**config.mk**
```make
export PLATFORM = sky130hd
export DESIGN_NAME = result_reader
export DESIGN_NICKNAME = d
export VERILOG_FILES = /design/src/rtl/result_pkg.sv /design/src/rtl/result_buffer.sv /design/src/rtl/result_reader.sv
export SDC_FILE = /design/constraint.sdc
export NUM_CORES = 1
export LEC_CHECK = 0
export CORE_MARGIN = 2
export CORE_UTILIZATION = 30
export DETAILED_ROUTE_END_ITERATION = 8
export DONT_BUFFER_PORTS = 1
export GPL_TIMING_DRIVEN = 0
export PLACE_DENSITY_LB_ADDON = 0.12
export RECOVER_POWER = 50
export SETUP_SLACK_MARGIN = 0.3
export SYNTH_ARGS = -nofsm -noshare
export SYNTH_HDL_FRONTEND = slang
export SYNTH_SLANG_ARGS = --single-unit
export TNS_END_PERCENT = 30
```
**constraint.sdc**
```tcl
create_clock -name clk -period 2.1 [get_ports clk]
set_input_delay 0.63 -clock clk [delete_from_list [all_inputs] [get_ports clk]]
set_output_delay 0.63 -clock clk [all_outputs]
set_load 0.02 [all_outputs]
```
**src/rtl/result_pkg.sv**
```systemverilog
// result_pkg: shared widths and FSM state encoding for the result drain path
package result_pkg;
  localparam int DATA_W = 8;
  localparam int DEPTH = 4;
  localparam int ADDR_W = 2;
  typedef enum logic [1:0] {IDLE, DRAIN, DONE} state_t;
endpackage

```
**src/rtl/result_buffer.sv**
```systemverilog
// result_buffer: circular register array with push/pop strobes, occupancy count and sticky overflow
module result_buffer
  import result_pkg::*;
(
  input  logic              clk,
  input  logic              Reset,
  input  logic              push,
  input  logic              pop,
  input  logic [DATA_W-1:0] wr_data,
  output logic [DATA_W-1:0] rd_data,
  output logic [ADDR_W:0]   count,
  output logic              overflow
);
  logic [DATA_W-1:0] mem [DEPTH];
  logic [ADDR_W-1:0] wr_ptr, rd_ptr;
  logic full, do_push;
  assign full = count == (ADDR_W+1)'(DEPTH);
  // a full buffer still takes a word when a pop frees a slot in the same cycle
  assign do_push = push && (!full || pop);
  assign rd_data = mem[rd_ptr];
  always_ff @(posedge clk) begin
    if (!Reset) begin
      wr_ptr   <= '0;
      rd_ptr   <= '0;
      count    <= '0;
      overflow <= 1'b0;
    end else begin
      wr_ptr   <= wr_ptr + ADDR_W'(do_push);
      rd_ptr   <= rd_ptr + ADDR_W'(pop);
      count    <= count + (ADDR_W+1)'(do_push) - (ADDR_W+1)'(pop);
      overflow <= overflow | (push & full & ~pop);
    end
  end
  always_ff @(posedge clk) begin
    if (Reset && do_push) mem[wr_ptr] <= wr_data;
  end
endmodule

```
**src/rtl/result_reader.sv**
```systemverilog
// result_reader: captures datapath results and streams them out over valid/ready on start
module result_reader
  import result_pkg::*;
(
  input  logic              clk,
  input  logic              Reset,
  input  logic              wr_en,
  input  logic [DATA_W-1:0] wr_data,
  input  logic              start,
  input  logic              out_ready,
  output logic              out_valid,
  output logic [DATA_W-1:0] out_data,
  output logic              busy,
  output logic              done,
  output logic [ADDR_W:0]   count,
  output logic              overflow
);
  state_t state, state_nx;
  logic [DATA_W-1:0] rd_data;
  logic hs;
  assign out_valid = state == DRAIN;
  assign busy      = state == DRAIN;
  assign done      = state == DONE;
  assign hs        = out_valid && out_ready;
  assign out_data  = out_valid ? rd_data : '0;
  result_buffer u_buf (
    .clk(clk), .Reset(Reset), .push(wr_en), .pop(hs), .wr_data(wr_data),
    .rd_data(rd_data), .count(count), .overflow(overflow)
  );
  always_ff @(posedge clk) begin
    if (!Reset) state <= IDLE;
    else state <= state_nx;
  end
  // with count at 1 the buffer is never full, so any write lands and keeps the drain going
  always_comb begin
    state_nx = state;
    if (state == IDLE && start) state_nx = count != '0 ? DRAIN : DONE;
    if (state == DRAIN && hs && count == (ADDR_W+1)'(1) && !wr_en) state_nx = DONE;
    if (state == DONE) state_nx = IDLE;
  end
endmodule

```
==> impl_metrics.env, run 1 <==
export IMPL_required_ns=1.47
export IMPL_worstSetupEndpointType="primary output"
export IMPL_cts_buffer_depth=2
export IMPL_gp_congestion=0.7066
export IMPL_drcViolationCount=0
export IMPL_drt_iter0_drc=15
export IMPL_start_util=0.3156
export IMPL_power_density_mw_per_mm2=1145
export IMPL_io_pins=28
export IMPL_yosysWarnings=0
export IMPL_synth_edf_count=32
export IMPL_seqCellArea_mm2=0.001170
export IMPL_async_reset_ff_frac=0
export IMPL_final_cell_mix="edfxtp_1, mux4_2, nor2b_4"
export IMPL_max_freq_mhz=474.9
export IMPL_port_buffers=0
export IMPL_multi_input_area_um2=656.9
export IMPL_fin_ws_ns=-0.005628
export IMPL_synth_distinct_cells=31
export IMPL_numCtsBuffers=5
export IMPL_relSlewSlack=0.6655
export IMPL_syn_area_per_cell_um2=16.44
export IMPL_core_area_mm2=0.005574
export IMPL_synth_seq_area_share=0.6600
export IMPL_clock_skew_ns=0.004980
export IMPL_htree_levels=2
export IMPL_antenna_cells=0
export IMPL_grt_usage=0.1074
export IMPL_layout_commonest_cell="edfxtp_1"
export IMPL_ctsRootBufferMaster="clkbuf_8"
export IMPL_hp_start="wr_data[3]"
export IMPL_synth_area_mm2=0.001759
export IMPL_antenna_found_initial=0
export IMPL_synth_nets=123
export IMPL_hold_viol_final=0
export IMPL_insertion_delay_ns=0.29
export IMPL_fp_dieW_um=80.58
export IMPL_routed_wl_met3_um=231
export IMPL_die_h_um=80.58
export IMPL_avgViaCountPerCell=4.817
export IMPL_postRouteAntennaNets=0
export IMPL_vdd_drop_max_uv=552.4
export IMPL_r2r_worst_path_cells=8
export IMPL_min_path_type="in -> reg"
export IMPL_setup_violations=2
export IMPL_fin_setup_tns_ns=-0.009475
export IMPL_path_cells="buf_8 -> mux4_2 -> nor2b_4"
export IMPL_finish_utilization=0.3802
export IMPL_slowest_delay_ns=0.50
export IMPL_start_kind="flip-flop"
export IMPL_nNetsFinal=135
export IMPL_dp_hpwl_mm=2.055
export IMPL_worst_path_max_delay_cell="mux4_2"
export IMPL_violations="setup timing"
export IMPL_worstHoldPathCells=0
export IMPL_drive_gt1_frac=0.3613
export IMPL_placed_area_mm2=0.001854
export IMPL_fin_crit_sh=1.003
export IMPL_r2r_end="u_buf.count[2]"
export IMPL_vias=920
export IMPL_post_place_ws_ns=0.1057
export IMPL_wirelength_mm=3.205
export IMPL_cp_arrival_ns=1.48
export IMPL_crit_fanout=5
export IMPL_globalRoute_totalOverflow=0
export IMPL_num_fill_cells=531
export IMPL_reg2reg_slack_ns=0.06
export IMPL_ys_ff_latch=42
export IMPL_cts_sinks=42
export IMPL_dr_pass1_iters=4
export IMPL_wl_per_cell_um=16.78
export IMPL_route_met2_wl_mm=1.662
export IMPL_rows=27
export IMPL_clkSlewWorstSetupHoldPaths_ns=0.08
export IMPL_status="finished, violations left"
export IMPL_p_leak_nw=0.7140
export IMPL_tightest_slew_ns=0.5017
export IMPL_grt_first_pass_wirelength_mm=4.850
export IMPL_hold_end="u_buf.mem[0][3]"
export IMPL_timing_worst_setup_path_type="reg -> out"
export IMPL_r2r_start="state[1]"
export IMPL_period_needed_ns=2.106
export IMPL_drv_slew=0
export IMPL_grt_pass1_vias=926
export IMPL_synth_cells=107
export IMPL_cts_tree="done"
export IMPL_route_top_layer_used="met4"
export IMPL_rsz0062_at_grt="yes"
export IMPL_dieArea_mm2=0.006492
export IMPL_yosys_most_used_dff="edfxtp_1"
export IMPL_maxCapViolations=0
export IMPL_wl_met1_mm=1.259
export IMPL_final_area_mm2=0.002120
export IMPL_grt_max_degree=13
export IMPL_area_growth_syn_to_layout_pct=20.48
[repair_timing]
| action | CTS | global route |
|---|---|---|
| setup endpoints to repair | 44 | 10 |
| gates cloned | 1 | 0 |
| hold buffers | 0 | 0 |
| buffers inserted | 4 | 0 |
| pin swaps | 0 | 3 |
| gates resized for setup | 31 | 7 |
[cell type report]
class | count | share of cell area
buffer | 4 | 0.01476
clock buffer | 5 | 0.03247
clock inverter | 2 | 0.01594
sequential | 42 | 0.5519
inverter | 3 | 0.005313
multi-input combinational | 58 | 0.3099
timing repair buffer | 5 | 0.02715
tap | 72 | 0.04250
[report_power, final]
part / internal, mW / switching (mW)
logic: 0.350 / 0.350
clock network: 0.343 / 0.256
registers: 0.991 / 0.135
[kinds of logic (layout without fill, tap and decap cells)]
| logic type | count (synthesis) | count (layout) | synth area share |
|---|---|---|---|
| flip-flops | 42 | 42 | 0.6600 |
| AND/OR/NAND/NOR | 39 | 39 | 0.1444 |
| multiplexers | 8 | 8 | 0.1024 |
| buffers and inverters | 7 | 19 | 0.02204 |
| XOR/XNOR | 5 | 5 | 0.02489 |
| adder cells (fa/ha/maj) | 3 | 3 | 0.02560 |
| AO/OA/AOI/OAI | 3 | 3 | 0.02063 |
[cells in the mapped netlist (3+ instances only)]
library cell	number	area (um2)
and2_1	7	43.79
dfxtp_1	10	200.2
edfxtp_1	32	960.9
inv_1	3	11.26
mux4_2	8	180.2
nand2_1	3	11.26
nor2_1	3	11.26
nor2b_1	10	62.56
xnor2_1	4	35.03
[per-layer routing]
metal  GRT usage  vias up
met4     0.04068        0
met1      0.1273      469
met3     0.04494        5
li1            -      425
met5           0        -
met2      0.1733       21
[state kept, by name, indices dropped and copies added, names as in the netlist]
signal / flops
state: 2
u_buf.count: 3
u_buf.mem: 32
u_buf.overflow: 1
u_buf.rd_ptr: 2
u_buf.wr_ptr: 2
[stage by stage]
step / hold slack [ns] / std cells / total power, mW
2_1_floorplan: 0.5124 / 107 / 1.539
3_3_place_gp: 0.5525 / 179 / 1.622
3_5_place_dp: 0.5706 / 179 / 1.640
4_1_cts: 0.4221 / 191 / 2.428
5_1_grt: 0.4102 / 191 / 2.554
6_report: 0.4292 / 191 / 2.426
[how the worst max path moves through the flow]
| stage | startpoint | end | depth (start not counted) |
|---|---|---|---|
| 2_1_floorplan | out_ready | u_buf.count[2] | 8 |
| 3_3_place_gp | out_ready | u_buf.count[2] | 7 |
| 3_5_place_dp | out_ready | u_buf.count[2] | 7 |
| 4_1_cts | u_buf.rd_ptr[0] | out_data[4] | 3 |
| 5_1_grt | u_buf.rd_ptr[0] | out_data[4] | 3 |
| 6_report | u_buf.rd_ptr[0] | out_data[4] | 3 |
[critical path, delay by kind of cell (launching register included)]
family	cells	cell delay [ns]
buffers and inverters	1	0.13
muxes	1	0.50
DFF	1	0.38
and+or+nand+nor	1	0.17
Note: power is estimated with default switching activity, not from simulation.
==> run 2, diff against run 1 <==
CORE_ASPECT_RATIO = 1.2   (was unset)
PLACE_DENSITY_LB_ADDON = 0.3   (was 0.12)
==> run 2 against run 1 <==
The run still ends with setup timing left. Combinational power is 2% higher. Worst setup slack worse by 0.0053 ns. Fmax decreased by 0.25%. Largest cell class unchanged. Die area is essentially flat. Clock power fell by 16%.
==> impl_metrics.env, run 2 (same netlist as run 1, synthesis figures left out) <==
export IMPL_avgViaCountPerCell=4.716
export IMPL_cts_tree="done"
export IMPL_clock_skew_ns=0.007779
export IMPL_start_kind="flip-flop"
export IMPL_dr_pass1_iters=4
export IMPL_numCtsBuffers=5
export IMPL_setup_violations=2
export IMPL_layout_commonest_cell="edfxtp_1"
export IMPL_final_cell_mix="edfxtp_1, mux4_2, nor2b_4"
export IMPL_vias=948
export IMPL_drt_iter0_drc=45
export IMPL_instances_no_fill=201
export IMPL_drv_slew=0
export IMPL_drcViolationCount=0
export IMPL_postRouteAntennaNets=0
export IMPL_total_power_mw=2.353
export IMPL_multi_input_area_um2=651.9
export IMPL_relSlewSlack=0.6932
export IMPL_fin_crit_sh=1.005
export IMPL_cts_buffer_depth=2
export IMPL_fin_ws_ns=-0.01093
export IMPL_dp_hpwl_mm=2.120
export IMPL_timing_worst_setup_path_type="reg -> out"
export IMPL_min_path_type="in -> reg"
export IMPL_start_util=0.3104
export IMPL_nNetsFinal=136
export IMPL_insertion_delay_ns=0.29
export IMPL_io_pins=28
export IMPL_clkSlewWorstSetupHoldPaths_ns=0.08
export IMPL_grt_first_pass_wirelength_mm=5.264
export IMPL_gp_congestion=0.6676
export IMPL_vdd_drop_max_uv=678.5
export IMPL_globalRoute_totalOverflow=0
export IMPL_die_h_um=87.89
export IMPL_fp_dieW_um=73.91
export IMPL_final_area_mm2=0.002122
export IMPL_power_density_mw_per_mm2=1109
export IMPL_rsz0062_at_grt="yes"
export IMPL_grt_max_degree=14
export IMPL_period_needed_ns=2.111
export IMPL_htree_levels=2
export IMPL_antenna_cells=0
export IMPL_cts_sinks=42
export IMPL_area_growth_syn_to_layout_pct=20.63
export IMPL_placed_area_mm2=0.001864
export IMPL_cts_hold_buf=0
export IMPL_dieArea_mm2=0.006495
export IMPL_violations="setup timing"
export IMPL_rows=30
export IMPL_max_freq_mhz=473.7
export IMPL_route_met2_wl_mm=1.671
export IMPL_hold_viol_final=0
export IMPL_ctsRootBufferMaster="clkbuf_8"
export IMPL_maxCapViolations=0
export IMPL_port_buffers=0
export IMPL_reg_largest_list="u_buf.mem: 32 flops, u_buf.count: 3 flops"
export IMPL_cp_startpoint="u_buf.rd_ptr[0]"
export IMPL_largest_register="u_buf.mem"
export IMPL_grt_usage=0.1134
export IMPL_wl_per_cell_um=16.63
export IMPL_crit_fanout=5
export IMPL_largest_reg_flops=32
export IMPL_wirelength_mm=3.343
export IMPL_r2r_start="u_buf.count[0]"
export IMPL_routed_wl_met3_um=257
export IMPL_required_ns=1.47
export IMPL_tightest_slew_ns=0.4602
export IMPL_core_area_mm2=0.005668
export IMPL_hp_start="wr_data[1]"
export IMPL_status="finished, violations left"
export IMPL_num_fill_cells=536
export IMPL_p_leak_nw=0.7250
export IMPL_worstSetupEndpointType="primary output"
export IMPL_finish_utilization=0.3744
export IMPL_seqCellArea_mm2=0.001177
export IMPL_wl_met1_mm=1.340
export IMPL_grt_pass1_vias=1060
export IMPL_drive_gt1_frac=0.3884
export IMPL_antenna_found_initial=0
export IMPL_cp_arrival_ns=1.48
export IMPL_dp_cells=187
export IMPL_route_top_layer_used="met4"
==> run 2: final cells by class <==
type                    count  share of cell area
flip-flops and latches     42              0.5548
inverters                   3            0.005307
plain buffers               4             0.01474
well taps                  80             0.04717
multi-input cells          58              0.3072
repair buffers              6             0.03066
clock inverters             3            0.007665
clock buffers               5             0.03243
==> run 2: layer usage <==
metal	vias up	global-route usage
met1	468	0.1217
li1	427	-
met5	-	0
met2	44	0.1940
met4	0	0.04793
met3	9	0.04833
==> run 2: final timing paths <==
check,to,slack [ns],cells after the start
max,out_data[7],-0.01,3
min,u_buf.mem[2][1],0.43,0
max reg2reg,u_buf.count[2],0.16,7
min reg2reg,state[1],0.54,2
==> run 2: what timing repair did <==
item | CTS | global route
setup endpoints to repair | 44 | 9
cloned | 1 | 0
pin swaps | 1 | 5
gates resized for setup | 32 | 5
buffers inserted | 5 | 0
==> run 2: critical path: stages (launching register included) <==
cell and delay (ns):
dfxtp_4 0.39, buf_8 0.13, mux4_2 0.50, nor2b_4 0.16
==> run 2: stage by stage <==
stage | TNS [ns] | hold slack [ns] | setup WS [ns]
finish | -0.01128 | 0.4289 | -0.01093
global route | -0.3684 | 0.4086 | -0.06235
CTS | -0.1714 | 0.4148 | -0.04213
detailed placement | 0 | 0.5497 | 0.08761
global placement | 0 | 0.5445 | 0.1377
floorplan | 0 | 0.5124 | 0.1763
==> run 2: power by group <==
group,switching [mW],internal (mW)
sequential,0.138,1.00
combinational,0.354,0.358
clock,0.274,0.228
total,0.766,1.59
